`src/rtl/pc_sequencer.sv`:
```
// PC update sequencer for the multicycle CPU: simple PC loads and the exception vector flow.
// Optional handler lock is enabled by defining PCSEQ_EXC_LOCK_EN.
module pc_sequencer #(
    parameter int unsigned MEM_WAIT   = 1,
    parameter logic [7:0]  VEC_OPCODE = 8'd253,
    parameter logic [7:0]  VEC_OVF    = 8'd254,
    parameter logic [7:0]  VEC_DIV0   = 8'd255
) (
    input  logic       clk,
    input  logic       reset,
    input  logic       fetch_req,
    input  logic       br_req,
    input  logic       br_taken,
    input  logic       j_req,
    input  logic       jr_req,
    input  logic       rte_req,
    input  logic       exc_opcode,
    input  logic       exc_ovf,
    input  logic       exc_div0,
    output logic [2:0] pc_source,
    output logic       pc_write,
    output logic       epc_write,
    output logic       exc_mem_sel,
    output logic [7:0] exc_addr,
    output logic [1:0] exc_cause,
    output logic       busy,
    output logic       done,
    output logic       in_handler
);

    typedef enum logic [1:0] {StIdle, StExcSave, StExcRead, StExcLoad} state_e;

    state_e     state;
    logic [3:0] wait_cnt;
    logic       exc_en;
    logic       exc_req;

`ifdef PCSEQ_EXC_LOCK_EN
    // Exceptions raised inside a handler are dropped until rte.
    assign exc_en = ~in_handler;
`else
    assign exc_en     = 1'b1;
    assign in_handler = 1'b0;
`endif

    assign exc_req = exc_en & (exc_opcode | exc_ovf | exc_div0);

    always_ff @(posedge clk) begin
        if (reset) begin
            state       <= StIdle;
            wait_cnt    <= 4'd0;
            pc_source   <= 3'b000;
            pc_write    <= 1'b0;
            epc_write   <= 1'b0;
            exc_mem_sel <= 1'b0;
            exc_addr    <= 8'd0;
            exc_cause   <= 2'b00;
            busy        <= 1'b0;
            done        <= 1'b0;
`ifdef PCSEQ_EXC_LOCK_EN
            in_handler  <= 1'b0;
`endif
        end else begin
            pc_write  <= 1'b0;
            epc_write <= 1'b0;
            done      <= 1'b0;
            unique case (state)
                StIdle: begin
                    if (exc_req) begin
                        state     <= StExcSave;
                        busy      <= 1'b1;
                        epc_write <= 1'b1;
                        if (exc_opcode) begin
                            exc_cause <= 2'b01;
                            exc_addr  <= VEC_OPCODE;
                        end else if (exc_ovf) begin
                            exc_cause <= 2'b10;
                            exc_addr  <= VEC_OVF;
                        end else begin
                            exc_cause <= 2'b11;
                            exc_addr  <= VEC_DIV0;
                        end
                    end else if (rte_req) begin
                        pc_source  <= 3'b100;
                        pc_write   <= 1'b1;
                        done       <= 1'b1;
`ifdef PCSEQ_EXC_LOCK_EN
                        in_handler <= 1'b0;
`endif
                    end else if (jr_req) begin
                        pc_source <= 3'b000;
                        pc_write  <= 1'b1;
                        done      <= 1'b1;
                    end else if (j_req) begin
                        pc_source <= 3'b001;
                        pc_write  <= 1'b1;
                        done      <= 1'b1;
                    end else if (br_req) begin
                        pc_source <= br_taken ? 3'b011 : 3'b000;
                        pc_write  <= br_taken;
                        done      <= 1'b1;
                    end else if (fetch_req) begin
                        pc_source <= 3'b000;
                        pc_write  <= 1'b1;
                        done      <= 1'b1;
                    end
                end
                StExcSave: begin
                    state       <= StExcRead;
                    exc_mem_sel <= 1'b1;
                    wait_cnt    <= 4'(MEM_WAIT - 1);
                end
                StExcRead: begin
                    if (wait_cnt == 4'd0) begin
                        state      <= StExcLoad;
                        pc_source  <= 3'b010;
                        pc_write   <= 1'b1;
                        done       <= 1'b1;
`ifdef PCSEQ_EXC_LOCK_EN
                        in_handler <= 1'b1;
`endif
                    end else begin
                        wait_cnt <= wait_cnt - 4'd1;
                    end
                end
                StExcLoad: begin
                    state       <= StIdle;
                    busy        <= 1'b0;
                    exc_mem_sel <= 1'b0;
                end
            endcase
        end
    end

endmodule

```
`config.mk`:
```
export PLATFORM = sky130hd
export DESIGN_NAME = pc_sequencer
export DESIGN_NICKNAME = d
export VERILOG_FILES = /design/src/rtl/pc_sequencer.sv
export SDC_FILE = /design/constraint.sdc
export NUM_CORES = 1
export LEC_CHECK = 0
export BUFFER_PORTS_ARGS = -buffer_cell sky130_fd_sc_hd__buf_4
export CAP_MARGIN = 25
export CELL_PAD_IN_SITES_DETAIL_PLACEMENT = 1
export CELL_PAD_IN_SITES_GLOBAL_PLACEMENT = 2
export CORE_AREA = 2 2 65 55
export CTS_CLUSTER_DIAMETER = 60
export DETAILED_ROUTE_END_ITERATION = 16
export DIE_AREA = 0 0 67 57
export GPL_TIMING_DRIVEN = 0
export PLACE_DENSITY_LB_ADDON = 0.2
export SLEW_MARGIN = 25
export SYNTH_ARGS = -nofsm -noshare
export SYNTH_HDL_FRONTEND = slang
export SYNTH_SLANG_ARGS = --single-unit
```
`constraint.sdc`:
```
create_clock -name clk -period 4.5 [get_ports clk]
set_input_delay 0.9 -clock clk [delete_from_list [all_inputs] [get_ports clk]]
set_output_delay 0.9 -clock clk [all_outputs]
set_load 0.02 [all_outputs]
```
==> results of run 1 <==
==> synthesized netlist by cell type, drive strengths merged <==
master,number
o31ai,2
conb,1
a21oi,11
mux2i,2
a22o,1
clkbuf,3
nor4,2
nand4,1
or4b,1
nand3b,2
nor4b,1
and2,2
a2bb2oi,1
or3,1
inv,8
buf,8
nand4bb,1
o21ba,1
and2b,1
ha,6
o211ai,1
nor2,10
nand2,2
o21ai,7
a211oi,3
or3b,1
o31a,1
dfxtp,17
mux2,1
nand3,1
nor3,5
==> worst min-delay path, stage by stage, from the launching register on <==
cell and delay (ns):
sky130_fd_sc_hd__dfxtp_1 0.31, sky130_fd_sc_hd__inv_1 0.05, sky130_fd_sc_hd__a211oi_1 0.05
==> flip-flops by register name, indices dropped and copies added, names as in the netlist, 2 cells and up <==
name,count
wait_cnt,4
pc_source,3
state,2
exc_addr,3
==> layout make-up <==
class | instances | area, um2 | share of cell area [%]
Sequential cell | 17 | 340 | 27.9
Multi-Input combinational cell | 69 | 478 | 39.2
Timing Repair Buffer | 27 | 203 | 16.6
Tap cell | 42 | 52.6 | 4.31
Buffer | 11 | 71.3 | 5.85
Inverter | 8 | 30.0 | 2.46
Clock buffer | 4 | 45.0 | 3.69
==> per-stage QoR <==
stage,util [%],worst slack (ns),hold slack [ns]
finish,37.7,2.59,0.460
global route,37.7,2.41,0.494
CTS,37.7,2.58,0.467
detailed placement,36.3,2.32,0.456
global placement,36.3,2.32,0.452
floorplan,-,2.54,0.458
==> how the worst max path moves through the flow <==
stage	start	to	cells past startpoint
after floorplan	exc_opcode	pc_source[1]$_SDFFE_PP0P_	4
after global placement	exc_opcode	pc_source[1]$_SDFFE_PP0P_	5
after detailed placement	exc_opcode	pc_source[1]$_SDFFE_PP0P_	5
after CTS	exc_opcode	pc_source[1]$_SDFFE_PP0P_	5
after global routing	state[0]$_SDFFE_PP0P_	pc_source[2]$_SDFFE_PP0P_	7
final	exc_opcode	pc_source[1]$_SDFFE_PP0P_	5
==> power by group <==
| part | total [W] | internal, W | switching (W) |
|---|---|---|---|
| Sequential | 0.000204 | 0.000182 | 0.0000224 |
| Clock | 0.000114 | 0.0000628 | 0.0000516 |
| Combinational | 0.000284 | 0.000130 | 0.000153 |
| Total | 0.000602 | 0.000375 | 0.000227 |
==> metal layers <==
layer	vias up	global-route usage (%)	wire length [um]
met5	-	0	0
li1	426	-	-
met2	20	20.5	1050
met3	0	3.75	132
met1	405	17.3	1100
met4	0	3.50	0
==> cells by family (layout without fill, tap and decap cells) <==
family,count (synthesis),in the layout,synth area share [%]
AOI/OAI and AO/OA,28,28,20.4
buffers and inverters,19,50,11.0
and+or+nand+nor,31,31,19.6
DFF,17,17,37.0
muxes,3,3,3.40
other,1,1,0.408
adders and majority gates,6,6,8.16
==> summary.md, run 1 <==
| Metric | Value |
|---|---|
| Status | `finished clean` |
| Max Root-Sink Buffers | `2` |
| Fraction of final layout cells sized beyond drive strength 1 | `between 30% and 40%` |
| Largest net degree at the start of global routing | `11` |
| Unrepaired setup endpoints after global routing | `false` |
| Combined global-route utilization of all metal layers | `13.0%` |
| Initial DRC Count | `26` |
| Total iterations of the first detailed-routing run | `2` |
| HPWL after DPL | `approximately 1.8 mm` |
| Initial antenna violation count | `0` |
| Final cycle utilization of the critical path | `42.5%` |
| Remaining antenna violation count after routing | `0` |
| Worst Setup End Kind | `flop` |
| Final count of negative-setup-slack endpoints | `0` |
| Die X-Extent | `around 67 um` |
| Setup fix buffers added after clock tree synthesis | `0` |
| Top library cells by usage in the layout, fill and taps aside | `35 x sky130_fd_sc_hd__buf_4, 17 x sky130_fd_sc_hd__dfxtp_1, 10 x sky130_fd_sc_hd__nor2_1, 10 x sky130_fd_sc_hd__a21oi_1, 8 x sky130_fd_sc_hd__inv_1` |
| Die Ht | `57 um` |
| Synthesized area divided by synthesized cell count | `about 8.8 um2` |
| First-pass GRT wire length | `3.81 mm` |
| Number of gates given a new drive strength after cts | `0` |
| Number of hold violations in the final report | `0` |
| Setup Total Neg Slack | `0 ns` |
| Required time at the worst-slack endpoint | `4.67 ns` |
| Number of DRC violations after detailed routing | `0` |
| Max Clk Rate | `0.523 GHz` |
| Family of cells with the greatest summed delay on the critical path | `simple AND/OR/NAND/NOR gates` |
| Total of hold buffers inserted after clock tree synthesis | `0` |
| Reg2reg end | `pc_source[1]$_SDFFE_PP0P_` |
| Final Skew | `0.00249 ns` |
| Data arrival time of the worst path | `2.08 ns` |
| Clock tree from TritonCTS | `yes` |
| Leak | `0.516 nW` |
| Cell area after synthesis | `920 um2` |
| Path type of the worst min-delay path | `flop to flop` |
| Core region area | `3230 um2` |
| Synthesis-to-layout area growth | `32.7%` |
| H-Tree Depth | `1` |
| Area share of the leading cell type in the synthesized netlist | `37.0%` |
| Fin crit period | `roughly 1.9 ns` |
| Flip-flop and latch count after synthesis | `17` |
| Number of CTS-inserted buffers | `3` |
| CP cell instances | `buf_4 -> or4b_4 -> a21oi_4 -> o21ai_2 -> a211oi_1` |
| Placed insts | `174` |
| Power per Cell Area | `about 490 nW/um2` |
| Worst Hold End | `pc_source[1]$_SDFFE_PP0P_` |
| Dpl cell area | `1170 um2` |
| Max-capacitance violation count | `0` |
| I/O Buffers | `27` |
| Count of warnings emitted by yosys | `0` |
| Internal reg-to-reg setup slack | `between 2 and 3 ns` |
| Count of cell types in the netlist | `33` |
| Mapped Cells | `105` |
| Largest area contributor in the netlist | `sky130_fd_sc_hd__dfxtp_1` |
| Layout net count | `154` |
| Average detailed-routed wire length per instance | `12.8 um` |
| Total via count after detailed routing | `851` |
| Most common library cell in the layout ignoring fill and taps | `sky130_fd_sc_hd__buf_4` |
| Finished layout cell area | `1220 um2` |
| Clock slew at reported path FFs | `0.06 ns` |
| Number of standard-cell rows in the floorplan | `19` |
| Via count of the first global-routing pass | `845` |
| Sequential area share after synthesis | `37.0%` |
| Type of element launching the critical path | `input port` |
| Top area cells in the synthesized netlist | `sky130_fd_sc_hd__dfxtp_1 37%, sky130_fd_sc_hd__ha_1 8.2%, sky130_fd_sc_hd__buf_4 6.5%, sky130_fd_sc_hd__a21oi_1 5.4%, sky130_fd_sc_hd__nor2_1 4.1%` |
| Hold Path Depth | `2` |
| Die area | `3820 um2` |
| Root Buffer Master | `sky130_fd_sc_hd__clkbuf_8` |
| Final cell count without fillers | `178` |
| Filler cell count | `424` |
| Sum of overflow across all layers after global routing | `0` |
| Via-per-instance ratio | `4.78` |
| Cell with the largest stage delay on the worst path | `sky130_fd_sc_hd__or4b_4` |
| GP Congestion | `roughly 0.75` |
| Starting Density | `28.4%` |
| Number of cells traversed by the worst register-to-register path | `6` |
| Category of the critical setup timing path | `input port to flop` |
| Clock net sink count | `17` |
| Number of top-level pins | `30` |
| DRT Wirelength | `roughly 2.3 mm` |
| Clock latency on the worst-skew pair | `0.25 ns` |
| Maximum fanout along the worst path | `5` |
| Ant. Diodes | `0` |
| Post-layout power | `between 0.0006 and 0.0007 W` |
| CP max stage delay | `0.59 ns` |
| Total buffers and inverters traversed by the critical path | `1` |
| Worst IR Drop VDD | `0.265 mV` |
| R2R Path Start | `state[1]$_SDFFE_PP0P_` |
| Net Count, Synth | `122` |
| Number of slew-limit violations in the final report | `0` |
| Worst min-delay path startpoint | `pc_source[1]$_SDFFE_PP0P_` |
(Power assumes the default switching activity.)
==> inputs of run 2 (changes only) <==
- ABC_AREA: default -> 1
- CORE_AREA: 2 2 65 55 -> 2 2 70 59
- DIE_AREA: 0 0 67 57 -> 0 0 72 61
- clock period: 4.5 -> 1.9 ns (I/O delays scaled with it)
==> run 2 against run 1 <==
  * Global-route usage down 1.5 points
  * Wire length decreased by 3.0%
  * Largest power group unchanged
  * Core utilization fell by 4.2 points
  * Count of clock-buffer cells in the layout is the same
==> summary.md, run 2 <==
| Metric | Value |
|---|---|
| Status | `finished clean` |
| Flip-flop and latch count after synthesis | `17` |
| Max FFs per register | `4` |
| Max Clk Rate | `0.681 GHz` |
| Synthesis-to-layout area growth | `32.5%` |
| Regs by FF count | `wait_cnt (4), exc_addr (3), pc_source (3)` |
| Number of gates given a new drive strength after cts | `0` |
| Path type of the worst min-delay path | `input port to flop` |
| Die area | `4390 um2` |
| Layout net count | `~180` |
| Data arrival time of the worst path | `1.61 ns` |
| Sum of overflow across all layers after global routing | `0` |
| Largest area contributor in the netlist | `sky130_fd_sc_hd__dfxtp_1` |
| Via-per-instance ratio | `between 4 and 5` |
| Reg2reg end | `pc_source[1]$_SDFFE_PP0P_` |
| Die X-Extent | `72 um` |
| Placed insts | `200` |
| Number of cells traversed by the worst register-to-register path | `10` |
| Clock net sink count | `17` |
| R2R Path Start | `state[1]$_SDFFE_PP0P_` |
| Final hold slack | `0.316 ns` |
| Count of cell types in the netlist | `20` |
| Storage cell area | `340 um2` |
| Number of slew-limit violations in the final report | `0` |
| Fin crit period | `1.47 ns` |
| Cell area after synthesis | `about 930 um2` |
| Final Util | `33.6%` |
| Setup fix buffers added after clock tree synthesis | `0` |
| Most instantiated flip-flop cell in the synthesis netlist | `sky130_fd_sc_hd__dfxtp_1` |
| Number of hold violations in the final report | `0` |
| Starting Density | `25.3%` |
| First-pass GRT wire length | `3.84 mm` |
| Leak | `0.633 nW` |
| Category of the critical setup timing path | `flop to flop` |
| Core region area | `approximately 3700 um2` |
| Hold Path Depth | `2` |
| DRT Wirelength | `2.21 mm` |
| Total iterations of the first detailed-routing run | `3` |
| Leading post-synthesis cells by instance count | `24 x sky130_fd_sc_hd__nand2_1, 19 x sky130_fd_sc_hd__nor2_1, 18 x sky130_fd_sc_hd__inv_1` |
| Filler cell count | `460` |
| Async set or reset register ratio after synthesis | `0%` |
| Max Root-Sink Buffers | `2` |
| Final cell count without fillers | `between 200 and 250` |
| Mapped Cells | `129` |
| Worst min-delay path startpoint | `exc_ovf` |
| GP Congestion | `between 0.7 and 0.8` |
| Root Buffer Master | `sky130_fd_sc_hd__clkbuf_8` |
| Clock latency on the worst-skew pair | `around 0.25 ns` |
| Ant. Diodes | `0` |
| Final count of negative-setup-slack endpoints | `0` |
| Worst Hold End | `exc_addr[0]$_SDFFE_PP0P_` |
| Top register by number of flip-flops | `wait_cnt` |
| Clock slew at reported path FFs | `roughly 0.07 ns` |
| Number of CTS-inserted buffers | `3` |
| Combined global-route utilization of all metal layers | `11.5%` |
| Power per Cell Area | `1730 nW/um2` |
| Worst IR Drop VDD | `between 0.3 and 0.4 mV` |
| Total area of multi-input combinational cells | `453 um2` |
| I/O Buffers | `27` |
| Total of hold buffers inserted after clock tree synthesis | `0` |
| Sequential area share after synthesis | `36.5%` |
| Maximum fanout along the worst path | `4` |
| Required time at the worst-slack endpoint | `between 2 and 2.5 ns` |
| Via count of the first global-routing pass | `just over 900` |
| H-Tree Depth | `1` |
| HPWL after DPL | `1.87 mm` |
| Die Ht | `61 um` |
| Worst Setup End Kind | `flop` |
| Fraction of final layout cells sized beyond drive strength 1 | `29.4%` |
| Largest net degree at the start of global routing | `10` |
| Remaining antenna violation count after routing | `0` |
| Net Count, Synth | `146` |
| Number of top-level pins | `30` |
| Setup Total Neg Slack | `0 ns` |
| Top area cells in the synthesized netlist | `sky130_fd_sc_hd__dfxtp_1 37%, sky130_fd_sc_hd__nand2_1 9.7%, sky130_fd_sc_hd__ha_1 8.1%, sky130_fd_sc_hd__nor2_1 7.7%, sky130_fd_sc_hd__buf_4 7.2%` |
| Initial DRC Count | `16` |
| Internal reg-to-reg setup slack | `between 0.4 and 0.5 ns` |
| Average detailed-routed wire length per instance | `roughly 11 um` |
| Max-capacitance violation count | `0` |
| Final cycle utilization of the critical path | `77.3%` |
| Synthesized area divided by synthesized cell count | `approximately 7.2 um2` |
| Initial antenna violation count | `0` |
| Unrepaired setup endpoints after global routing | `false` |
| Most common cell in the synthesized netlist | `sky130_fd_sc_hd__nand2_1` |
| Most common library cell in the layout ignoring fill and taps | `sky130_fd_sc_hd__buf_4` |
| Number of flops mapped to enable cells by yosys | `0` |
| Clock tree from TritonCTS | `yes` |
| Type of element launching the critical path | `flop` |
| Count of warnings emitted by yosys | `0` |
| Area share of the leading cell type in the synthesized netlist | `36.5%` |
| Final Skew | `0.00474 ns` |
| Post-layout power | `0.00213 W` |
| Top library cells by usage in the layout, fill and taps aside | `36 x sky130_fd_sc_hd__buf_4, 24 x sky130_fd_sc_hd__nand2_1, 19 x sky130_fd_sc_hd__nor2_1, 18 x sky130_fd_sc_hd__inv_1, 17 x sky130_fd_sc_hd__dfxtp_1` |
| Number of DRC violations after detailed routing | `0` |
| Number of standard-cell rows in the floorplan | `20` |
| Total via count after detailed routing | `879` |
## run 2: cell types whose count changed after synthesis, sizes merged, moves of 3 or more
| cell | delta |
|---|---|
| a211oi | -3 |
| clkbuf | -3 |
| inv | +11 |
| nand2 | +26 |
| nand3 | +3 |
| nor2 | +11 |
## run 2: area by class of cell
cell class / count / share of cell area [%]
sequential: 17 / 27.6
multi-input combinational: 84 / 36.7
clock buffer: 4 / 3.65
inverter: 19 / 5.78
tap: 44 / 4.46
buffer: 9 / 5.47
timing repair buffer: 27 / 16.4
## run 2: kinds of logic (layout without fill, tap and decap cells)
group	after synthesis	count (layout)	synth area share, %
buffers and inverters	28	59	14.9
and+or+nand+nor	57	57	28.5
adders and majority gates	6	6	8.05
AOI/OAI and AO/OA	20	20	11.7
other	1	1	0.402
DFF	17	17	36.5
## run 2: through the flow
stage	worst slack [ns]	instance area [um2]
6_report	0.431	1230
5_1_grt	0.274	1230
4_1_cts	0.408	1230
3_5_place_dp	0.422	1190
3_3_place_gp	0.468	1190
2_1_floorplan	0.634	932
## run 2: routing by layer
metal / share of wire, % / global-route usage (%) / wire length [um]
met1: 49 / 13.9 / 1080
met2: 46 / 20.1 / 1020
met3: 3.9 / 1.83 / 87
met4: 1.5 / 5.66 / 33
met5: 0 / 0 / 0
## run 2: critical path, cell delays in order, from the launching register on
cell and delay, ns:
sky130_fd_sc_hd__dfxtp_1 0.39, sky130_fd_sc_hd__inv_1 0.08, sky130_fd_sc_hd__ha_1 0.20, sky130_fd_sc_hd__inv_1 0.14, sky130_fd_sc_hd__nor2_1 0.06, sky130_fd_sc_hd__nand3_1 0.13
sky130_fd_sc_hd__nand2_4 0.08, sky130_fd_sc_hd__nor2_4 0.11, sky130_fd_sc_hd__nand2_1 0.06, sky130_fd_sc_hd__nand2_1 0.06, sky130_fd_sc_hd__nor2_1 0.04
## run 2: worst max-delay path by stage
| stage | from | to | slack [ns] | cells after the start |
|---|---|---|---|---|
| 6_report | state[1]$_SDFFE_PP0P_ | pc_source[1]$_SDFFE_PP0P_ | 0.43 | 10 |
| 5_1_grt | state[0]$_SDFFE_PP0P_ | pc_source[1]$_SDFFE_PP0P_ | 0.27 | 10 |
| 4_1_cts | state[0]$_SDFFE_PP0P_ | pc_source[1]$_SDFFE_PP0P_ | 0.41 | 10 |
| 3_5_place_dp | state[0]$_SDFFE_PP0P_ | pc_source[1]$_SDFFE_PP0P_ | 0.42 | 10 |
| 3_3_place_gp | state[0]$_SDFFE_PP0P_ | pc_source[2]$_SDFFE_PP0P_ | 0.47 | 10 |
| 2_1_floorplan | state[0]$_SDFFE_PP0P_ | pc_source[1]$_SDFFE_PP0P_ | 0.63 | 10 |
## run 2: power breakdown
part           switching (W)  internal (W)  total, W  leakage, nW
clock network       0.000118      0.000148  0.000266       0.0228
registers           0.000103      0.000503  0.000606        0.140
logic               0.000747      0.000513   0.00126        0.470
==> inputs of run 3 (changes only) <==
- ABC_AREA: 1 -> 0
- CORE_AREA: 2 2 70 59 -> 2 2 68 57
- DIE_AREA: 0 0 72 61 -> 0 0 70 59
- clock period: 1.9 -> 1.4 ns (I/O delays scaled with it)
==> run 3 against run 2 <==
  * The flow now finishes with violations (negative setup slack)
  * Sequential share of layout area shrank 3.9 points
  * Combinational power shrank 6%
  * Power increased by 5.4%
  * Worst hold slack worse by 0.080 ns
  * Design area up 19%
  * Non-clock buffer count is 16 higher
  * Critical path type unchanged
==> summary.md, run 3 (same netlist as run 1, synthesis figures left out) <==
| Metric | Value |
|---|---|
| Status | `complete, but fails checks` |
| Failing checks | `negative setup slack` |
| Final hold slack | `0.236 ns` |
| Final count of negative-setup-slack endpoints | `9` |
| Top library cells by usage in the layout, fill and taps aside | `48 x sky130_fd_sc_hd__buf_4, 13 x sky130_fd_sc_hd__dfxtp_1, 10 x sky130_fd_sc_hd__nor2_1, 7 x sky130_fd_sc_hd__a21oi_1, 5 x sky130_fd_sc_hd__nor3_1` |
| Category of the critical setup timing path | `flop to flop` |
| Ant. Diodes | `0` |
| Number of cells traversed by the worst register-to-register path | `6` |
| Combined global-route utilization of all metal layers | `13.2%` |
| First-pass GRT wire length | `4.28 mm` |
| DRT Wirelength | `2.73 mm` |
| Initial antenna violation count | `0` |
| Startpoint of the worst setup timing path | `wait_cnt[0]$_SDFFE_PP0P_` |
| Number of CTS-inserted buffers | `3` |
| Fin crit period | `about 1.6 ns` |
| Reg2reg end | `pc_source[2]$_SDFFE_PP0P_` |
| Path type of the worst min-delay path | `input port to flop` |
| HPWL after DPL | `1.84 mm` |
| Die area | `around 4100 um2` |
| Worst Setup End Kind | `flop` |
| Type of element launching the critical path | `flop` |
| Total via count after detailed routing | `906` |
| Worst IR Drop VDD | `slightly below 0.8 mV` |
| Number of hold violations in the final report | `0` |
| Sum of overflow across all layers after global routing | `0` |
| Hold Path Depth | `2` |
| Clock slew at reported path FFs | `0.07 ns` |
| Most common library cell in the layout ignoring fill and taps | `sky130_fd_sc_hd__buf_4` |
| Layout net count | `168` |
| Unrepaired setup endpoints after global routing | `true` |
| Top register by number of flip-flops | `wait_cnt` |
| GP Congestion | `0.799` |
| Final cycle utilization of the critical path | `114%` |
| Data arrival time of the worst path | `1.71 ns` |
| Number of slew-limit violations in the final report | `0` |
| Number of standard-cell rows in the floorplan | `19` |
| H-Tree Depth | `1` |
| Number of DRC violations after detailed routing | `0` |
| Setup Total Neg Slack | `-1.05 ns` |
| Worst setup margin | `-0.189 ns` |
| Clock net sink count | `17` |
| Via count of the first global-routing pass | `945` |
| Number of top-level pins | `30` |
| Worst setup slack before clock tree synthesis | `-0.375 ns` |
| Leak | `0.601 nW` |
| R2R Path Start | `wait_cnt[0]$_SDFFE_PP0P_` |
| Core region area | `3380 um2` |
| Max Clk Rate | `0.629 GHz` |
| Worst min-delay path startpoint | `exc_opcode` |
| Die Ht | `between 50 and 60 um` |
| Max-capacitance violation count | `0` |
| Root Buffer Master | `sky130_fd_sc_hd__clkbuf_8` |
| Average detailed-routed wire length per instance | `between 10 and 15 um` |
| Max Root-Sink Buffers | `2` |
| I/O Buffers | `27` |
| Clock tree from TritonCTS | `yes` |
| Final Skew | `0.00133 ns` |
| Worst Hold End | `exc_addr[1]$_SDFFE_PP0P_` |
| Remaining antenna violation count after routing | `0` |
| Die X-Extent | `approximately 70 um` |
| Clock latency on the worst-skew pair | `0.26 ns` |
| Largest net degree at the start of global routing | `11` |
| Power per Cell Area | `about 1500 nW/um2` |
| Fraction of final layout cells sized beyond drive strength 1 | `56.7%` |
| Starting Density | `27.2%` |
| Total iterations of the first detailed-routing run | `3` |
| Maximum fanout along the worst path | `6` |
| Max FFs per register | `4` |
| Via-per-instance ratio | `4.72` |
| Internal reg-to-reg setup slack | `-0.19 ns` |
| Synthesis-to-layout area growth | `60.0%` |
| Regs by FF count | `wait_cnt (4), exc_addr (3), pc_source (3)` |
| Required time at the worst-slack endpoint | `1.53 ns` |
| Initial DRC Count | `36` |
-- run 3: stage by stage --
stage | util (%) | cells | total power [W] | cell area, um2
final | 43.6 | 192 | 0.00225 | 1470
after global routing | 43.6 | 192 | 0.00239 | 1470
after CTS | 40.7 | 186 | 0.00216 | 1380
after detailed placement | 35.5 | 174 | 0.00165 | 1200
after global placement | 35.5 | 174 | 0.00163 | 1200
after floorplan | - | 105 | 0.00129 | 945
-- run 3: worst max path at each step --
stage                                      endpoint  slack, ns  cells after the start
after CTS                 pc_source[0]$_SDFFE_PP0P_      -0.17                      6
after detailed placement  pc_source[0]$_SDFFE_PP0P_      -0.38                      6
after global routing      pc_source[0]$_SDFFE_PP0P_      -0.26                      7
after global placement    pc_source[2]$_SDFFE_PP0P_      -0.38                      6
after floorplan           pc_source[1]$_SDFFE_PP0P_      -0.11                      6
final                     pc_source[2]$_SDFFE_PP0P_      -0.19                      6
-- run 3: what timing repair did --
item / in CTS / in global routing
endpoints found under the setup margin: 11 / 12
hold buffers: 0 / 0
buffers inserted: 8 / 6
pin swaps: 8 / 11
gates resized for setup: 19 / 13
-- run 3: worst max-delay path: stages, from the launching register on --
cell and delay, ns:
sky130_fd_sc_hd__dfxtp_2 0.33, sky130_fd_sc_hd__inv_2 0.07, sky130_fd_sc_hd__ha_4 0.13, sky130_fd_sc_hd__or3b_4 0.39, sky130_fd_sc_hd__and2_4 0.19, sky130_fd_sc_hd__o31ai_2 0.26, sky130_fd_sc_hd__a21oi_1 0.10
-- run 3: cell type report --
type	count	area, um2
Timing Repair Buffer	41	312
Sequential cell	17	348
Clock buffer	4	45.0
Buffer	11	82.6
Tap cell	42	52.6
Inverter	8	35.0
Fill cell	402	1900
Multi-Input combinational cell	69	597
-- run 3: metal layers --
layer	global-route usage [%]	routed length, um
met1	16.7	1240
met2	22.2	1330
met3	4.42	137
met4	3.30	17
met5	0	0
-- run 3: power by group --
| group | total [W] | switching (W) | internal [W] |
|---|---|---|---|
| clock | 0.000383 | 0.000180 | 0.000203 |
| sequential | 0.000677 | 0.0000833 | 0.000594 |
| combinational | 0.00119 | 0.000597 | 0.000591 |
